`src/rtl/regfile_pkg.sv`:
```
// Shared constants, FSM encoding and command payload for the register-file arbiter.
package regfile_pkg;

  localparam int unsigned ADDR_DEPTH_DEF = 64;
  localparam int unsigned RD_LATENCY_DEF = 2;
  localparam int unsigned NUM_REQ        = 2;
  localparam int unsigned ADDR_W         = 8;
  localparam int unsigned DATA_W         = 8;
  localparam int unsigned CNT_W          = 3;

  // Requester indices
  localparam int unsigned REQ_UART = 0;
  localparam int unsigned REQ_DBG  = 1;

  typedef enum logic [1:0] {
    ST_IDLE  = 2'd0,
    ST_ISSUE = 2'd1,
    ST_WAIT  = 2'd2,
    ST_RESP  = 2'd3
  } state_e;

  typedef struct packed {
    logic              write;
    logic [ADDR_W-1:0] addr;
    logic [DATA_W-1:0] wdata;
  } cmd_t;

  // Extract the granted requester's command from the packed per-requester buses.
  function automatic cmd_t pick_cmd(
    input logic [NUM_REQ-1:0]        grant,
    input logic [NUM_REQ-1:0]        write,
    input logic [NUM_REQ*ADDR_W-1:0] addr,
    input logic [NUM_REQ*DATA_W-1:0] wdata
  );
    cmd_t c;
    if (grant[REQ_DBG]) begin
      c.write = write[REQ_DBG];
      c.addr  = addr[REQ_DBG*ADDR_W +: ADDR_W];
      c.wdata = wdata[REQ_DBG*DATA_W +: DATA_W];
    end else begin
      c.write = write[REQ_UART];
      c.addr  = addr[REQ_UART*ADDR_W +: ADDR_W];
      c.wdata = wdata[REQ_UART*DATA_W +: DATA_W];
    end
    return c;
  endfunction

endpackage

```
`src/rtl/rr_arbiter2.sv`:
```
// Two-way round-robin arbiter: a lone request always wins, ties go to the
// requester that was not granted last; bit0 wins the first tie after reset.
module rr_arbiter2
  import regfile_pkg::*;
(
  input  logic               clk,
  input  logic               reset,
  input  logic [NUM_REQ-1:0] req,
  input  logic               advance,
  output logic [NUM_REQ-1:0] grant
);

  // 1 means bit1 wins the next tie
  logic prio;

  always_comb begin
    grant = '0;
    case (req)
      2'b01:   grant = 2'b01;
      2'b10:   grant = 2'b10;
      2'b11:   grant = prio ? 2'b10 : 2'b01;
      default: grant = '0;
    endcase
  end

  always_ff @(posedge clk) begin
    if (!reset) begin
      prio <= 1'b0;
    end else if (advance && (|grant)) begin
      prio <= grant[REQ_UART];
    end
  end

endmodule

```
`src/rtl/regfile_arbiter.sv`:
```
// Serialises register-file accesses from the UART parser and the debug port:
// one command in flight, fixed read latency, one response pulse per command.
module regfile_arbiter
  import regfile_pkg::*;
#(
  parameter int unsigned ADDR_DEPTH = ADDR_DEPTH_DEF,
  parameter int unsigned RD_LATENCY = RD_LATENCY_DEF
) (
  input  logic                      clk,
  input  logic                      reset,
  input  logic [NUM_REQ-1:0]        req_valid,
  output logic [NUM_REQ-1:0]        req_ready,
  input  logic [NUM_REQ-1:0]        req_write,
  input  logic [NUM_REQ*ADDR_W-1:0] req_addr,
  input  logic [NUM_REQ*DATA_W-1:0] req_wdata,
  output logic [NUM_REQ-1:0]        rsp_valid,
  output logic [DATA_W-1:0]         rsp_rdata,
  output logic                      rsp_err,
  output logic                      rf_we,
  output logic                      rf_re,
  output logic [ADDR_W-1:0]         rf_w_addr,
  output logic [ADDR_W-1:0]         rf_r_addr,
  output logic [DATA_W-1:0]         rf_w_data,
  input  logic [DATA_W-1:0]         rf_r_data,
  input  logic                      rf_status,
  output logic                      busy
);

  state_e             state, state_nxt;
  logic [NUM_REQ-1:0] grant;
  logic [NUM_REQ-1:0] owner, owner_nxt;
  cmd_t               cmd, cmd_nxt;
  logic               range_err, range_err_nxt;
  logic [CNT_W-1:0]   cnt, cnt_nxt;
  logic [DATA_W-1:0]  cap_data, cap_data_nxt;
  logic               cap_status, cap_status_nxt;
  logic               in_range;
  logic               wait_done;

  logic [NUM_REQ-1:0] req_ready_nxt;
  logic [NUM_REQ-1:0] rsp_valid_nxt;
  logic [DATA_W-1:0]  rsp_rdata_nxt;
  logic               rsp_err_nxt;
  logic               rf_we_nxt;
  logic               rf_re_nxt;
  logic [ADDR_W-1:0]  rf_w_addr_nxt;
  logic [ADDR_W-1:0]  rf_r_addr_nxt;
  logic [DATA_W-1:0]  rf_w_data_nxt;
  logic               busy_nxt;

  rr_arbiter2 u_arb (
    .clk     (clk),
    .reset   (reset),
    .req     (req_valid),
    .advance (state == ST_IDLE),
    .grant   (grant)
  );

  assign in_range  = 32'(cmd.addr) < ADDR_DEPTH;
  // WAIT covers the strobe cycle plus RD_LATENCY cycles of register-file latency
  assign wait_done = (cnt == CNT_W'(RD_LATENCY));

  // State register; every output and datapath register is loaded alongside it
  always_ff @(posedge clk) begin
    if (!reset) begin
      state      <= ST_IDLE;
      owner      <= '0;
      cmd        <= '0;
      range_err  <= 1'b0;
      cnt        <= '0;
      cap_data   <= '0;
      cap_status <= 1'b0;
      req_ready  <= '0;
      rsp_valid  <= '0;
      rsp_rdata  <= '0;
      rsp_err    <= 1'b0;
      rf_we      <= 1'b0;
      rf_re      <= 1'b0;
      rf_w_addr  <= '0;
      rf_r_addr  <= '0;
      rf_w_data  <= '0;
      busy       <= 1'b0;
    end else begin
      state      <= state_nxt;
      owner      <= owner_nxt;
      cmd        <= cmd_nxt;
      range_err  <= range_err_nxt;
      cnt        <= cnt_nxt;
      cap_data   <= cap_data_nxt;
      cap_status <= cap_status_nxt;
      req_ready  <= req_ready_nxt;
      rsp_valid  <= rsp_valid_nxt;
      rsp_rdata  <= rsp_rdata_nxt;
      rsp_err    <= rsp_err_nxt;
      rf_we      <= rf_we_nxt;
      rf_re      <= rf_re_nxt;
      rf_w_addr  <= rf_w_addr_nxt;
      rf_r_addr  <= rf_r_addr_nxt;
      rf_w_data  <= rf_w_data_nxt;
      busy       <= busy_nxt;
    end
  end

  // Next-state logic
  always_comb begin
    state_nxt = state;
    case (state)
      ST_IDLE:  if (|req_valid) state_nxt = ST_ISSUE;
      ST_ISSUE: state_nxt = in_range ? ST_WAIT : ST_RESP;
      ST_WAIT:  if (wait_done) state_nxt = ST_RESP;
      ST_RESP:  state_nxt = ST_IDLE;
      default:  state_nxt = ST_IDLE;
    endcase
  end

  // Next values of the registered outputs and the command datapath
  always_comb begin
    owner_nxt      = owner;
    cmd_nxt        = cmd;
    range_err_nxt  = range_err;
    cnt_nxt        = cnt;
    cap_data_nxt   = cap_data;
    cap_status_nxt = cap_status;
    req_ready_nxt  = '0;
    rsp_valid_nxt  = '0;
    rsp_rdata_nxt  = rsp_rdata;
    rsp_err_nxt    = rsp_err;
    rf_we_nxt      = 1'b0;
    rf_re_nxt      = 1'b0;
    rf_w_addr_nxt  = rf_w_addr;
    rf_r_addr_nxt  = rf_r_addr;
    rf_w_data_nxt  = rf_w_data;
    busy_nxt       = (state_nxt != ST_IDLE);

    case (state)
      ST_IDLE: begin
        if (|req_valid) begin
          req_ready_nxt = grant;
          owner_nxt     = grant;
          cmd_nxt       = pick_cmd(grant, req_write, req_addr, req_wdata);
          range_err_nxt = 1'b0;
        end
      end
      ST_ISSUE: begin
        cnt_nxt = '0;
        if (in_range) begin
          if (cmd.write) begin
            rf_we_nxt     = 1'b1;
            rf_w_addr_nxt = cmd.addr;
            rf_w_data_nxt = cmd.wdata;
          end else begin
            rf_re_nxt     = 1'b1;
            rf_r_addr_nxt = cmd.addr;
          end
        end else begin
          range_err_nxt = 1'b1;
        end
      end
      ST_WAIT: begin
        cnt_nxt = cnt + CNT_W'(1);
        if (wait_done) begin
          cap_data_nxt   = rf_r_data;
          cap_status_nxt = rf_status;
        end
      end
      ST_RESP: begin
        rsp_valid_nxt = owner;
        rsp_err_nxt   = range_err | ~cap_status;
        rsp_rdata_nxt = (!range_err && cap_status && !cmd.write) ? cap_data : '0;
      end
      default: begin
        busy_nxt = 1'b0;
      end
    endcase
  end

endmodule

```
`config.mk`:
```
export PLATFORM = sky130hd
export DESIGN_NAME = regfile_arbiter
export DESIGN_NICKNAME = d
export VERILOG_FILES = /design/src/rtl/regfile_pkg.sv /design/src/rtl/rr_arbiter2.sv /design/src/rtl/regfile_arbiter.sv
export SDC_FILE = /design/constraint.sdc
export NUM_CORES = 1
export LEC_CHECK = 0
export CAP_MARGIN = 10
export CORE_MARGIN = 2
export CORE_UTILIZATION = 49
export CTS_BUF_LIST = sky130_fd_sc_hd__clkbuf_4 sky130_fd_sc_hd__clkbuf_8
export CTS_CLUSTER_SIZE = 12
export DETAILED_ROUTE_END_ITERATION = 6
export GPL_TIMING_DRIVEN = 0
export MAX_ROUTING_LAYER = met4
export PLACE_DENSITY_LB_ADDON = 0.12
export SLEW_MARGIN = 10
export SYNTH_ARGS = -nofsm -noshare
export SYNTH_HDL_FRONTEND = slang
export SYNTH_SLANG_ARGS = --single-unit
```
`constraint.sdc`:
```
create_clock -name clk -period 2 [get_ports clk]
set_input_delay 0.4 -clock clk [delete_from_list [all_inputs] [get_ports clk]]
set_output_delay 0.4 -clock clk [all_outputs]
set_load 0.1 [all_outputs]
```
# ---- Yosys cells after proc, flatten, opt, wreduce, memory -nomap -nowiden
# Index checks and enable logic that the tools add are counted.
dict set report word_totals {
  ff_bits 75
  out_inout_bits 40
}
dict set report op_classes {
  order_cmp 1
  mux 14
  n_eq_ne 9
  bitwise 3
  add_sub_neg 1
  reduce_logical 19
}
# op n
set ops {}
lappend ops {{$mux 17} 1}
lappend ops {{$reduce_and 3->1} 5}
lappend ops {{$eq 2x2->1 const B} 4}
lappend ops {{$lt 8x7->1 const B} 1}
lappend ops {{$mux 8} 1}
lappend ops {{$pmux 2 s4} 1}
lappend ops {{$mux 2} 3}
lappend ops {{$pmux 2 s3} 1}
lappend ops {{$pmux 3 s2} 1}
lappend ops {{$reduce_and 2->1} 3}
lappend ops {{$reduce_bool 2->1} 3}
lappend ops {{$mux 1} 5}
lappend ops {{$eq 2x1->1 const B} 2}
lappend ops {{$ne 2x2->1 const B} 2}
lappend ops {{$reduce_or 2->1} 2}
lappend ops {{$add 3x1->3 const B} 1}
lappend ops {{$eq 3x2->1 const B} 1}
lappend ops {{$logic_and 1x1->1} 3}
lappend ops {{$logic_not 1->1} 2}
lappend ops {{$logic_not 2->1} 1}
lappend ops {{$not 1->1} 2}
lappend ops {{$pmux 1 s2} 1}
lappend ops {{$or 1x1->1} 1}

# ---- Longest topological paths before layout
dict set report logic_depth {
  word_depth 4
  ltp_mapped 7
}

# ---- Hierarchy
# Synthesis repeated with hierarchy kept, for this count alone.
dict set report hier_totals {
  cells_unflattened 315
  hier_area_um2 2965.3
}
# mod n_inst cells_each area_each_um2
set by_module_without_submodules {}
lappend by_module_without_submodules {regfile_arbiter 1 308 2904.0}
lappend by_module_without_submodules {rr_arbiter2 1 7 61.3}

# ---- Worst setup path before layout
# OpenSTA, ideal clock, no wires.
dict set report synth_path {
  path_type {reg2reg}
  from {register state[0]}
  to {register rf_r_addr[3]}
  path_stages_with_launch 6
  setup_slack_ps 542
  setup_time_ps 117
  period_less_slack_ps 1458
  required_ps 1883
  n_path_buf 1
  arrival_time_ps 1341
  path_cell_list {dfxtp_1 ha_1 or4b_4 buf_6 nand3_2 o21ai_2}
}
dict set report synth_via {
  elab_chain_cells 2
}
# element line
set synth_rtl {}
lappend synth_rtl {{from (decl)} regfile_arbiter.sv:29} ;# state_e state, state_nxt;
lappend synth_rtl {{from (signal assigned)} regfile_arbiter.sv:84} ;# state <= state_nxt;
lappend synth_rtl {{$eq 2x1->1} regfile_arbiter.sv:135} ;# case (state)
lappend synth_rtl {{$reduce_and 3->1 (no source line)} -}
lappend synth_rtl {{to (signal assigned)} regfile_arbiter.sv:98} ;# rf_r_addr <= rf_r_addr_nxt;
lappend synth_rtl {{to (decl)} regfile_arbiter.sv:22} ;# output logic [ADDR_W-1:0] rf_r_addr,
# No other way between the ends.
# A chain may end at the register's enable or synchronous reset.

# ---- Final worst setup path
dict set report layout_path {
  from {register rf_r_addr[5]}
  to {output rf_r_addr[5]}
}
# No word-level cell between the ends.

==> impl_metrics.yaml <==
yosys:
  synth.distinct_cells: 41
  ys_seq_area_share_pct: 50.8
  synth_seq_cells: 75
  yosys_warnings: 0
  avgSynthCellArea_um2: 9.32
  synthCells: 317
  synthesis.nets: 370
  syn_area_um2: 2960
floorplanning:
  die_area_um2: 6670
  rows: 28
  dieHeight_um: 81.7
  ios: 87
  initial_core_util_pct: 50.2
  die_w_um: 81.7
  coreArea_um2: 5890
route:
  drt_wl_total_mm: 7.45
  drt_drc_violations_left: 0
  drt-met1-wl_mm: 3.45
  avgViaCountPerCell: 5.41
  wl_met3_um: 431
  highest_layer: "met4"
  ant_nets: 0
  wl_per_cell_um: 15.2
  dr.first_iter.drc_count: 131
  dr_wl_met2_mm: 3.45
  vias: 2652
  drtPass1Iterations: 4
worst_setup_path:
  critPathSlowestCell: "dlygate4sd2_1"
  reg2reg_slack_ps: 300
  path_cells: "dlygate4sd2_1"
  path_max_fanout: 2
  worstSetupStartpointType: "flop"
  cp_num_buf_inv: 1
  cp_data_arrival_time_ps: 1540
  path_delay_family: "buffers and inverters"
  critPathCaptureType: "output port"
  worstSetupPathType: "reg2out"
  required_ps: 1600
  slowest_delay_ps: 860
cts:
  cts.path.max_buffers: 2
  cts-root-buf: "clkbuf_8"
  cts_hold_buffers: 0
  clkLatencyLatePin_ps: 340
  clk_pin_slew_ps: 80
  post_cts_buffers: 0
  htree_num_levels: 3
  cts_buffers: 9
  tritoncts: "done"
  cts_num_sinks: 75
cells_and_area:
  final_cell_mix: "75 x dfxtp_1, 43 x clkdlybuf4s50_1, 39 x dlygate4sd2_1, 32 x o21ai_0, 28 x a21oi_1"
  fillers: 526
  area_delta_synth_final_pct: 37.1
  layout_commonest_cell: "dfxtp_1"
  drive_above_1_share_pct: 11.3
  nNetsFinal: 464
  antenna_cells: 0
place:
  hpwl_mm: 5.31
  io_buffers: 83
  gp_congestion: 0.819
  pre_cts_ws_ps: 130
sta:
  setup_viol: 0
  skew_ps: 10.8
  timing.slew.headroom_pct: 34.7
  tightest_slew_ps: 984
  hold_violations: 0
  finalMaxSlewViolations: 0
  setup_tns_ps: 0
  period_minus_slack_ps: 1940
  fin_ws_ps: 55.8
  rsz0062_at_grt: "false"
  fin_crit_sh_pct: 97.2
  fmax_mhz: 514
pwr:
  ir_drop_uv: 725
  power_density_nw_per_um2: 1100
  leakage_nw: 1.76
  finalPower_mw: 4.47
global_routing:
  grt_use_total_pct: 24.1
  grt_antenna_before_repair: 0
  grt_pass1_wl_mm: 11.8
  grt_max_degree: 12
  grt-ovfl-total: 0
  grt_pass1_vias: 2490
run:
  maxCapViolCount: 0
hold_path:
  worstHoldPathType: "in2reg"
outcome:
  outcome: "complete, no violations"
[worst register-to-register path, delay by kind of cell, from the launching register on]
kind	cells	cell delay, ps
AO/OA/AOI/OAI	1	190
flip-flops	1	420
adder cells (fa/ha/maj)	1	250
AND/OR/NAND/NOR	1	300
buffers and inverters	1	410
[kinds of logic after synthesis]
kind of cell / Yosys count / synth area share [%]
simple gates: 96 / 17.0
fa+ha+maj: 6 / 2.54
compound gates: 97 / 20.9
buf+inv: 33 / 5.38
flops: 75 / 50.8
mux: 10 / 3.43
[flip-flops by register name (all words and copies together), names as in the netlist]
signal      count
rf_r_addr       8
state           2
rf_we           1
cnt             3
u_arb.prio      1
range_err       1
owner           2
cap_data        8
cap_status      1
rsp_err         1
rf_w_data       8
req_ready       2
cmd            17
rsp_rdata       8
rsp_valid       2
rf_re           1
rf_w_addr       8
busy            1
[power by group]
part           switching [mW]  total (mW)  internal, mW
Sequential              0.142        1.83          1.69
Combinational           0.915        1.35         0.439
Clock                   0.516        1.29         0.773
[cell type report]
type,count,area [um^2],area share (%)
Sequential cell,75,1500,37.1
Clock buffer,13,160,3.95
Buffer,27,136,3.37
Timing Repair Buffer,83,782,19.3
Multi-Input combinational cell,209,1290,32.0
Clock inverter,2,60.1,1.48
Tap cell,75,93.8,2.32
Inverter,6,22.5,0.556
[cells in the mapped netlist (all sizes together)]
| library cell | number | area share [%] |
|---|---|---|
| or4b | 1 | 0.47 |
| a311oi | 2 | 0.59 |
| a21oi | 28 | 4.7 |
| nor3b | 4 | 1.0 |
| o211ai | 1 | 0.25 |
| o21ai | 39 | 7.4 |
| nor2 | 24 | 3.0 |
| nor4b | 1 | 0.30 |
| nand3 | 20 | 3.9 |
| inv | 6 | 0.76 |
| nand2b | 1 | 0.21 |
| and3 | 4 | 0.93 |
| mux2 | 1 | 0.38 |
| a22oi | 1 | 0.25 |
| a211oi | 1 | 0.25 |
| nor4bb | 1 | 0.34 |
| o2bb2ai | 19 | 5.6 |
| o211a | 1 | 0.34 |
| clkbuf | 9 | 1.2 |
| nand4b | 1 | 0.30 |
| dfxtp | 75 | 51 |
| o21a | 1 | 0.25 |
| mux2i | 9 | 3.0 |
| nor2b | 9 | 1.9 |
| and2 | 4 | 0.85 |
| a31oi | 1 | 0.21 |
| nand2 | 24 | 3.0 |
| ha | 6 | 2.5 |
| and4bb | 1 | 0.42 |
| a32oi | 2 | 0.59 |
| nand3b | 1 | 0.25 |
| buf | 18 | 3.4 |
| a21boi | 1 | 0.38 |
[per-layer routing]
layer	global-route usage [%]	up-vias
li1	-	1300
met1	32.1	1252
met2	36.8	89
met3	4.62	11
met4	9.00	0
met5	-	-
[worst paths after layout]
| path | from | to | depth (start not counted) |
|---|---|---|---|
| worst max-delay path | rf_r_addr[5] | rf_r_addr[5] | 1 |
| worst min-delay path | req_valid[0] | req_ready[0] | 3 |
| worst max register to register | state[0] | rf_w_data[6] | 4 |
| worst min register to register | rf_r_addr[3] | rf_r_addr[3] | 2 |
[what timing repair did]
action / in CTS / in global routing
resized for setup: 40 / 1
pin swaps: 0 / 0
setup endpoints to repair: 40 / 1
[metrics by stage]
stage	cells	cell area (um^2)	utilization, %	hold slack (ps)
global route	490	4050	68.8	408
CTS	490	4050	68.8	390
finish	490	4050	68.8	415
global placement	475	3880	65.9	445
detailed placement	475	3880	65.9	450
floorplan	317	2960	-	432
(Power assumes the default switching activity.)
